File: src/rtl/uart_fifo_bridge.sv
// rtl/uart_fifo_bridge.sv - buffered TX/RX FIFO bridge between CPU UART strobes and serial core

// Circular-buffer FIFO with registered occupancy count; full/empty come from the count.
module uart_fifo_bridge_fifo #(
    parameter int DEPTH = 8,
    parameter int WIDTH = 8,
    parameter int CW    = $clog2(DEPTH) + 1
) (
    input  logic             clk,
    input  logic             rst_n,
    input  logic             push_req,
    input  logic [WIDTH-1:0] wdata,
    input  logic             pop_req,
    output logic [WIDTH-1:0] head,
    output logic [CW-1:0]    count,
    output logic             full,
    output logic             empty,
    output logic             push,
    output logic             pop
);

    localparam int AW = (DEPTH > 1) ? $clog2(DEPTH) : 1;

    logic [WIDTH-1:0] mem_q [DEPTH];
    logic [WIDTH-1:0] mem_d [DEPTH];
    logic [AW-1:0]    wptr_q, wptr_d;
    logic [AW-1:0]    rptr_q, rptr_d;
    logic [CW-1:0]    count_q, count_d;

    assign full  = (count_q == CW'(DEPTH));
    assign empty = (count_q == '0);
    assign head  = mem_q[rptr_q];
    assign count = count_q;

    // Accept push/pop only when the registered count allows it; pointers wrap naturally.
    always_comb begin
        push    = push_req & ~full;
        pop     = pop_req & ~empty;
        mem_d   = mem_q;
        wptr_d  = wptr_q;
        rptr_d  = rptr_q;
        if (push) begin
            mem_d[wptr_q] = wdata;
            wptr_d        = wptr_q + AW'(1);
        end
        if (pop) begin
            rptr_d = rptr_q + AW'(1);
        end
        count_d = count_q + CW'(push) - CW'(pop);
    end

    // Pointer and count state; cleared asynchronously so a reset discards all contents.
    always_ff @(posedge clk or negedge rst_n) begin
        if (!rst_n) begin
            wptr_q  <= '0;
            rptr_q  <= '0;
            count_q <= '0;
        end else begin
            wptr_q  <= wptr_d;
            rptr_q  <= rptr_d;
            count_q <= count_d;
        end
    end

    // Storage needs no reset: nothing is visible until the count says it is valid.
    always_ff @(posedge clk) begin
        mem_q <= mem_d;
    end

endmodule

// Top: TX FIFO (CPU to serial), RX FIFO (serial to CPU), registered load data and sticky flags.
module uart_fifo_bridge #(
    parameter  int DEPTH = 8,
    parameter  int WIDTH = 8,
    localparam int CW    = $clog2(DEPTH) + 1
) (
    input  logic             CLK,
    input  logic             reset_n,
    input  logic             Stall,
    input  logic [WIDTH-1:0] DataIn,
    input  logic             DataInValid,
    input  logic             DataOutReady,
    output logic [WIDTH-1:0] DataOut,
    output logic             DataOutValid,
    output logic             DataInReady,
    output logic [WIDTH-1:0] uart_tx_data,
    output logic             uart_tx_valid,
    input  logic             uart_tx_ready,
    input  logic [WIDTH-1:0] uart_rx_data,
    input  logic             uart_rx_valid,
    output logic             uart_rx_ready,
    input  logic             clr_flags,
    output logic             tx_drop,
    output logic             rx_underflow,
    output logic [CW-1:0]    tx_count,
    output logic [CW-1:0]    rx_count
);

    logic             cpu_wr;
    logic             cpu_rd;
    logic             tx_full, tx_empty, tx_push, tx_pop;
    logic             rx_full, rx_empty, rx_push, rx_pop;
    logic [WIDTH-1:0] rx_head;

    logic [WIDTH-1:0] data_out_q, data_out_d;
    logic             tx_drop_q, tx_drop_d;
    logic             rx_underflow_q, rx_underflow_d;

    // A stalled pipeline stage must not commit its UART strobes.
    assign cpu_wr = DataInValid & ~Stall;
    assign cpu_rd = DataOutReady & ~Stall;

    uart_fifo_bridge_fifo #(
        .DEPTH (DEPTH),
        .WIDTH (WIDTH),
        .CW    (CW)
    ) u_tx_fifo (
        .clk      (CLK),
        .rst_n    (reset_n),
        .push_req (cpu_wr),
        .wdata    (DataIn),
        .pop_req  (uart_tx_ready),
        .head     (uart_tx_data),
        .count    (tx_count),
        .full     (tx_full),
        .empty    (tx_empty),
        .push     (tx_push),
        .pop      (tx_pop)
    );

    uart_fifo_bridge_fifo #(
        .DEPTH (DEPTH),
        .WIDTH (WIDTH),
        .CW    (CW)
    ) u_rx_fifo (
        .clk      (CLK),
        .rst_n    (reset_n),
        .push_req (uart_rx_valid),
        .wdata    (uart_rx_data),
        .pop_req  (cpu_rd),
        .head     (rx_head),
        .count    (rx_count),
        .full     (rx_full),
        .empty    (rx_empty),
        .push     (rx_push),
        .pop      (rx_pop)
    );

    // Handshake status is derived from registered counts only, so ready/valid never loop back.
    assign uart_tx_valid = ~tx_empty;
    assign DataInReady   = ~tx_full;
    assign uart_rx_ready = ~rx_full;
    assign DataOutValid  = ~rx_empty;
    assign DataOut       = data_out_q;
    assign tx_drop       = tx_drop_q;
    assign rx_underflow  = rx_underflow_q;

    // Load data updates only on a real RX pop; error events win over a coincident clear.
    always_comb begin
        data_out_d     = data_out_q;
        tx_drop_d      = tx_drop_q;
        rx_underflow_d = rx_underflow_q;
        if (rx_pop) begin
            data_out_d = rx_head;
        end
        if (clr_flags) begin
            tx_drop_d      = 1'b0;
            rx_underflow_d = 1'b0;
        end
        if (cpu_wr & tx_full) begin
            tx_drop_d = 1'b1;
        end
        if (cpu_rd & rx_empty) begin
            rx_underflow_d = 1'b1;
        end
    end

    // Load-data register and sticky error flags.
    always_ff @(posedge CLK or negedge reset_n) begin
        if (!reset_n) begin
            data_out_q     <= '0;
            tx_drop_q      <= 1'b0;
            rx_underflow_q <= 1'b0;
        end else begin
            data_out_q     <= data_out_d;
            tx_drop_q      <= tx_drop_d;
            rx_underflow_q <= rx_underflow_d;
        end
    end

    // Handshake qualifiers kept for observability alongside the counts.
    logic unused_ok;
    assign unused_ok = tx_push ^ tx_pop ^ rx_push;

endmodule

File: config.mk
export PLATFORM = sky130hd
export DESIGN_NAME = uart_fifo_bridge
export DESIGN_NICKNAME = d
export VERILOG_FILES = /design/src/rtl/uart_fifo_bridge.sv
export SDC_FILE = /design/constraint.sdc
export NUM_CORES = 1
export LEC_CHECK = 0
export BUFFER_PORTS_ARGS = -buffer_cell sky130_fd_sc_hd__buf_2
export CAP_MARGIN = 20
export CORE_MARGIN = 4
export CORE_UTILIZATION = 55
export CTS_CLUSTER_SIZE = 25
export DETAILED_ROUTE_END_ITERATION = 10
export PLACE_DENSITY = 0.73
export SLEW_MARGIN = 20
export SYNTH_ARGS = -nofsm -noshare
export SYNTH_HDL_FRONTEND = slang
export SYNTH_SLANG_ARGS = --single-unit
export TNS_END_PERCENT = 30
File: constraint.sdc
create_clock -name CLK -period 2.95 [get_ports CLK]
set_input_delay 0.59 -clock CLK [delete_from_list [all_inputs] [get_ports CLK]]
set_output_delay 0.59 -clock CLK [all_outputs]
set_load 0.01 [all_outputs]
; Word level (Yosys, flattened, before mapping)
; Index checks and enable logic that the tools add are counted.
[word_totals]
regBits = 158
elab_cells = 79
[classes]
order_cmp = 6
n_eq_ne = 2
n_addsub = 8
muxes = 15
reduce_logical = 6
bitwise_logic = 17
[ops]
columns = cell, n
row1 = 64-bit bitwise mux, 2
row2 = 8-bit binary-select mux with 3-bit select, 2
row3 = 8-bit demux with 3-bit select, 2
row4 = 8-bit two-way mux, 6
row5 = 4-bit greater-or-equal comparator (second input constant), 4
row6 = 3-bit inverter with 4-bit output, 4
row7 = 3-bit by 1-bit adder with 3-bit output (second input constant), 4
row8 = 4-bit by 1-bit adder with 4-bit output, 2
row9 = 1-bit AND, 8
row10 = 4-bit == test (second input constant), 2
row11 = 4-bit logical NOT, 2
row12 = 4-bit by 1-bit < comparator with 1-bit output (second input constant), 2
row13 = 4-bit by 1-bit subtractor with 4-bit output, 2
row14 = 1-bit inverter, 5
row15 = 2-bit nonzero test, 2
row16 = 1-bit two-way mux, 3
row17 = 1-bit logical AND, 2

; Longest topological paths before layout
; Gate-level depths: netlist of run 1.
[logic_depth]
word_depth = 6
depth_mapped = 12
ltp_nobuf = 11

; Hierarchy
; From an unflattened synthesis of run 1, not the netlist that was laid out.
[hier_totals]
hier_cells = 330
hier_area_um2 = 6573.8
[by_module_without_submodules]
columns = mod, cells_per_inst, seq_area_each_um2, area_per_inst_um2, instances
row1 = uart_fifo_bridge_fifo, 151, 2172.1, 3071.7, 2
row2 = uart_fifo_bridge, 28, 250.2, 430.4, 1

; Worst setup path before layout of run 1
; Ideal clock, no wire load.
[synth_timing]
path_type = register to register
from = register u_tx_fifo.count_q[2], in the netlist u_tx_fifo.count[2]
to = register u_tx_fifo.count_q[2], in the netlist u_tx_fifo.count[2]
setup_ns = 0.123
path_stages_with_launch = 12
period_less_slack_ns = 2.416
t_required_ns = 2.827
path_slack_ns = 0.534
arrival_time_ns = 2.293
path_buffers = 0
path_cell_list = dfrtp_1 > inv_1 > ha_1 > or3b_2 > nand2_1 > inv_1 > ha_1 > inv_1 > ha_1 > inv_1 > fa_1 > xnor2_1
[synth_via]
word_cells_on_any_way = 8
cone_classes = 2 x add/sub / 1 x eq/ne / 4 x bitwise / 1 x reduce/logical
[synth_lines]
columns = element, line_no
row1 = from (decl), 28  ; logic [CW-1:0] count_q, count_d;
row2 = from (signal assigned), 61  ; count_q <= count_d;
row3 = 4-bit logical NOT, 31  ; assign empty = (count_q == '0);
row4 = 1-bit inverter, n/a
row5 = net uart_tx_valid, 88  ; output logic uart_tx_valid,
row6 = 1-bit AND, 38  ; pop = pop_req & ~empty;
row7 = net tx_pop, 102  ; logic tx_full, tx_empty, tx_push, tx_pop;
row8 = 4-bit by 1-bit subtractor with 4-bit output, 49  ; count_d = count_q + CW'(push) - CW'(pop);
row9 = net u_tx_fifo.count_d[2], 28
; The timed path passes the listed nets, and every way through them passes these cells.
; A chain may end at the register's enable or synchronous reset.

; Worst setup path in the final report of run 1
[layout_timing]
from = register u_tx_fifo.rptr_q[1]
to = output port uart_tx_data[5]
[layout_via]
elab_chain_len = 4
[layout_lines]
columns = element, line_no
row1 = from (decl), 27  ; logic [AW-1:0] rptr_q, rptr_d;
row2 = from (signal assigned), 60  ; rptr_q <= rptr_d;
row3 = 3-bit inverter with 4-bit output (not written as such), 32  ; assign head = mem_q[rptr_q];
row4 = 8-bit binary-select mux with 3-bit select, 32
row5 = 8-bit two-way mux (not written as such) (2 in series), 32
row6 = to (decl), 87  ; output logic [WIDTH-1:0] uart_tx_data,
; Every way passes these cells. The select of a mux whose other input is x is not followed.

==> results.toml, run 1 <==
[final_layout]
diodes = 0
multiInputGateArea_um2 = 1733
drive_gt1_frac = 0.2954
final_cell_mix = "128 x edfxtp_1, 53 x buf_2, 30 x dfrtp_1, 27 x mux2_2"
register_area_um2 = 4594
area_delta_synth_final_pct = 16.18
finalNetCount = 486
fill_cells = 803
final_common_cell = "edfxtp_1"

[drt]
postRouteAntennaNets = 0
vias = 3335
routed_wl_um = 11750
drt_iter0_markers = 241
wire_per_inst_um = 19.58
viasPerCell = 5.558
first_pass_iters = 4
post-route-drc-count = 0

[critical_path]
startpoint_type = "flip-flop"
cp_num_buf_inv = 1
critPathCaptureType = "primary output"
path_class = "flip-flop to primary output"
crit_family = "flip-flops"
crit_slowest_cell = "dfrtp_1"
worstPathRequired_ns = 2.36
crit_fanout = 18
cp_cell_sequence = "mux4_1 > mux2_2 > buf_2"
arrival_ns = 2.04
slowest_delay_ns = 0.80

[flow_run]
max-cap-violations = 0

[synth]
ys_ff_latch = 158
synth.avg_cell_area_um2 = 17.72
synthCells = 367
netlist_area_um2 = 6502
synth_seq_area_share = 0.7066
yosysUniqueCellTypes = 35
syn_nets = 409
ys_warn_count = 0

[pwr]
clock_power_share = 0.273
p_leak_uw = 0.002895
power_switching_uw = 2262
internal_power_uw = 5058
p_sw_frac = 0.3090
ir_worst_vdd_mv = 0.7351
cellPowerDensity_nw_per_um2 = 968.9
seqPwrFrac = 0.428
pwr-share-comb = 0.298

[place]
io_buffers = 53
place_ws_ns = 0.4750
dp_hpwl_um = 7518
gp_congestion = 0.7399

[floorplanning]
start_util = 0.5646
dieHeight_um = 116.7
core_area_um2 = 11520
num_rows = 39
die-area_um2 = 13630
die_x_um = 116.7
io_pins = 54

[sta]
tns_ns = 0
slew_headroom = 0.4582
layout_min_cycle_time_ns = 2.634
holdWs_ns = 0.2174
hold_violations = 0
fin_ws_ns = 0.3159
timing.final.crit_share = 0.8929
setup_viol = 0
worst_pin_slew_ns = 0.8111
report.final.slew_viol_count = 0
worst_clock_skew_ns = 0.007181
rsz0062_at_grt = "false"
fmax_mhz = 379.6

[clock_network]
cts_root_buf = "clkbuf_16"
clockBufferDepth = 2
cts_made_buffers = 17
tritoncts = "built"
hold_buffers = 0
clkTransAtPathRegs_ns = 0.06
cts-resized-gates = 0
insertion_delay_ns = 0.42
htree_num_levels = 4
postCtsSetupBuffers = 0
clock_sinks = 158

[grt]
gr-total-overflow = 0
grt_first_pass_wirelength_um = 18220
antenna_found_initial = 0
grt_usage = 0.1862
grt_pass1_vias = 3438
grt_max_degree = 35

[run_status]
outcome = "finished, final reports clean"

[worst_hold_path]
hold_class = "primary input to async pin"
[registers in the layout, summed over array words and instances (netlist names)]
name,flops
DataOut,8
rx_underflow,1
tx_drop,1
u_rx_fifo.count,4
u_rx_fifo.mem_q,64
u_rx_fifo.rptr_q,3
u_rx_fifo.wptr_q,3
u_tx_fifo.count,4
u_tx_fifo.mem_q,64
u_tx_fifo.rptr_q,3
u_tx_fifo.wptr_q,3
[logic make-up (layout without fill, tap and decap cells)]
group	count (synthesis)	in the layout	share of synthesized area
xor+xnor	12	12	0.01616
mux	60	60	0.1378
flops	158	158	0.7066
fa+ha+maj	18	18	0.03694
buf+inv	37	127	0.02694
compound gates	38	38	0.03944
simple gates	44	44	0.03618
[routing by layer]
metal / wire length [um] / up-vias / GRT usage
met4: 141 / 0 / 0.07875
met1: 4817 / 1658 / 0.2216
met3: 562 / 13 / 0.05078
li1: - / 1585 / -
met2: 6224 / 79 / 0.3201
met5: 0 / - / 0
[cell type report]
type | count | share of cell area
Multi-Input combinational cell | 172 | 0.2294
Timing Repair Buffer | 74 | 0.05598
Clock inverter | 14 | 0.01557
Inverter | 21 | 0.01043
Tap cell | 143 | 0.02368
Clock buffer | 18 | 0.05681
Sequential cell | 158 | 0.6081
[final timing paths]
path / startpoint / endpoint / slack [ns] / cells after the start
max: u_tx_fifo.rptr_q[1] / uart_tx_data[5] / 0.32 / 3
max in group asynchronous: reset_n / u_tx_fifo.count[2] / 2.28 / 1
max reg2reg: u_tx_fifo.count[2] / u_tx_fifo.count[2] / 0.47 / 11
min reg2reg: u_rx_fifo.wptr_q[0] / u_rx_fifo.wptr_q[0] / 0.52 / 1
min in group CLK: clr_flags / rx_underflow / 0.38 / 2
min: reset_n / u_rx_fifo.count[3] / 0.22 / 1
[power by group through the flow]
stage | clock, uW | sequential [uW] | combinational [uW]
finish | 2000 | 3140 | 2180
global route | 2150 | 3180 | 2400
CTS | 2050 | 3140 | 2220
detailed placement | 0 | 3180 | 2210
global placement | 0 | 3160 | 2140
floorplan | 0 | 3110 | 1580
[synth_stat cells]
cell	instances	area, um^2
edfxtp_1	128	3844
dfrtp_1	30	750.7
mux2_2	27	304.0
inv_1	21	78.83
ha_1	16	200.2
mux2i_1	16	160.2
mux4_1	16	420.4
nor2_1	10	37.54
o21ai_0	9	45.04
o22ai_1	9	56.30
a22o_1	8	70.07
o31ai_1	8	60.06
xnor2_1	8	70.07
nand2b_1	7	43.79
clkbuf_1	6	22.52
nor3_1	6	30.03
nand2_1	5	18.77
nand3_1	5	25.02
buf_2	4	20.02
xor2_1	4	35.03
or3b_2	3	26.28
a21o_1	2	15.01
a21oi_1	2	10.01
buf_1	2	7.510
buf_4	2	15.01
fa_1	2	40.04
nor2b_1	2	12.51
nor3b_1	2	15.01
buf_12	1	20.02
buf_6	1	11.26
mux2_1	1	11.26
nand2_2	1	6.260
nand3b_1	1	7.510
nor4_1	1	6.260
or2_2	1	6.260
[metrics by stage]
step	area (um^2)	utilization	cells	power [uW]
global placement	7008	0.6085	568	5301
floorplan	6502	-	367	4687
finish	7555	0.6560	600	7320
global route	7555	0.6560	600	7735
CTS	7555	0.6560	600	7405
detailed placement	7008	0.6085	568	5393
(Power assumes the default switching activity.)
==> run 2: changes to the inputs <==
CORE_UTILIZATION = 30   (was 55)
PLACE_DENSITY = 0.45   (was 0.73)
==> results.toml, run 2 (same netlist as run 1, synthesis figures left out) <==
[sta]
setup_viol = 0
worst_pin_slew_ns = 0.7888
fin_ws_ns = 0.2025
worst_clock_skew_ns = 0.006470
slew_headroom = 0.4730
tns_ns = 0
fmax_mhz = 364.0
rsz0062_at_grt = "false"
timing.final.crit_share = 0.9314
report.final.slew_viol_count = 0
hold_violations = 0
layout_min_cycle_time_ns = 2.748

[final_layout]
finalNetCount = 485
diodes = 0
final_cell_mix = "128 x edfxtp_1, 53 x buf_2, 30 x dfrtp_1, 27 x mux2_2, 21 x inv_1"
drive_gt1_frac = 0.2961
multiInputGateArea_um2 = 1733
fill_cells = 1994
final_common_cell = "edfxtp_1"
register_area_um2 = 4594
area_delta_synth_final_pct = 19.38
fin_util = 0.3669
postLayoutCellArea_um2 = 7762

[grt]
globalRoute.busiestLayer = "met2"
grt_first_pass_wirelength_um = 20490
use_met1 = 0.1355
grtUsageMet2 = 0.2038
grtUsageMet3 = 0.03171
grt_max_degree = 35
grt_usage = 0.1158
antenna_found_initial = 1
grt_pass1_vias = 3495
gr-total-overflow = 0

[floorplanning]
die-area_um2 = 24090
core_area_um2 = 21150
io_pins = 54
num_rows = 53
start_util = 0.3074
dieHeight_um = 155.2
die_x_um = 155.2

[clock_network]
htree_num_levels = 4
tritoncts = "built"
clkTransAtPathRegs_ns = 0.06
clock_sinks = 158
cts_root_buf = "clkbuf_16"
cts_made_buffers = 17
hold_buffers = 0
cts-resized-gates = 0
clockBufferDepth = 2
postCtsSetupBuffers = 0
insertion_delay_ns = 0.42

[place]
place_ws_ns = 0.4742
io_buffers = 53
gp_congestion = 0.7042
dp_hpwl_um = 8411
placed_area_um2 = 7166

[drt]
routed_wl_um = 13160
viasPerCell = 4.565
postRouteAntennaNets = 0
drt_iter0_markers = 134
first_pass_iters = 4
wire_per_inst_um = 18.00
post-route-drc-count = 0
vias = 3337

[critical_path]
rrSetupSlack_ns = 0.49
regToRegStartpoint = "u_rx_fifo.count[2]"
arrival_ns = 2.16
reg2reg_to = "u_rx_fifo.count[2]"
worst-r2r-cell-count = 10
startpoint_type = "flip-flop"
path_class = "flip-flop to primary output"
worstPathRequired_ns = 2.36
critPathCaptureType = "primary output"
crit_fanout = 16

[pwr]
cellPowerDensity_nw_per_um2 = 966.4
p_leak_uw = 0.002908
ir_worst_vdd_mv = 0.4276

[flow_run]
max-cap-violations = 0

[worst_hold_path]
hold_class = "primary input to async pin"

[run_status]
outcome = "finished, final reports clean"
## run 2: critical path, cell delays in order, from the launching register on
cell     delay [ns]
dfrtp_1        0.39
buf_4          0.31
mux4_1         0.60
mux2_2         0.28
buf_2          0.14
## run 2: per-stage QoR
stage               cells  total power (uW)  hold WS, ns
floorplan             367              4687       0.2944
global placement      699              5405       0.4993
detailed placement    699              5438       0.4998
CTS                   731              7662       0.2578
global route          731              8007       0.2821
finish                731              7501       0.2273
## run 2: worst max path at each step
stage,startpoint,end,slack [ns]
after floorplan,u_tx_fifo.count[2],u_tx_fifo.count[2],0.53
after global placement,u_rx_fifo.count[2],u_rx_fifo.count[2],0.52
after detailed placement,u_rx_fifo.count[2],u_rx_fifo.count[2],0.47
after CTS,u_tx_fifo.rptr_q[0],uart_tx_data[4],0.15
after global routing,u_tx_fifo.rptr_q[0],uart_tx_data[0],0.08
final,u_tx_fifo.rptr_q[0],uart_tx_data[4],0.20
## run 2: layout make-up
| cell class | instances | area share |
|---|---|---|
| multi-input cells | 172 | 0.2232 |
| inverters | 21 | 0.01015 |
| clock inverters | 13 | 0.02112 |
| well taps | 275 | 0.04433 |
| clock buffers | 19 | 0.05577 |
| repair buffers | 73 | 0.05351 |
| flip-flops and latches | 158 | 0.5919 |
## run 2: metal layers
layer	up-vias	share of wire
met4	2	0.016
li1	1574	-
met5	-	0.00053
met1	1686	0.41
met3	17	0.040
met2	58	0.53
## run 2: power breakdown
part / switching, uW / internal, uW
clock: 862 / 1330
sequential: 301 / 2830
combinational: 1120 / 1060
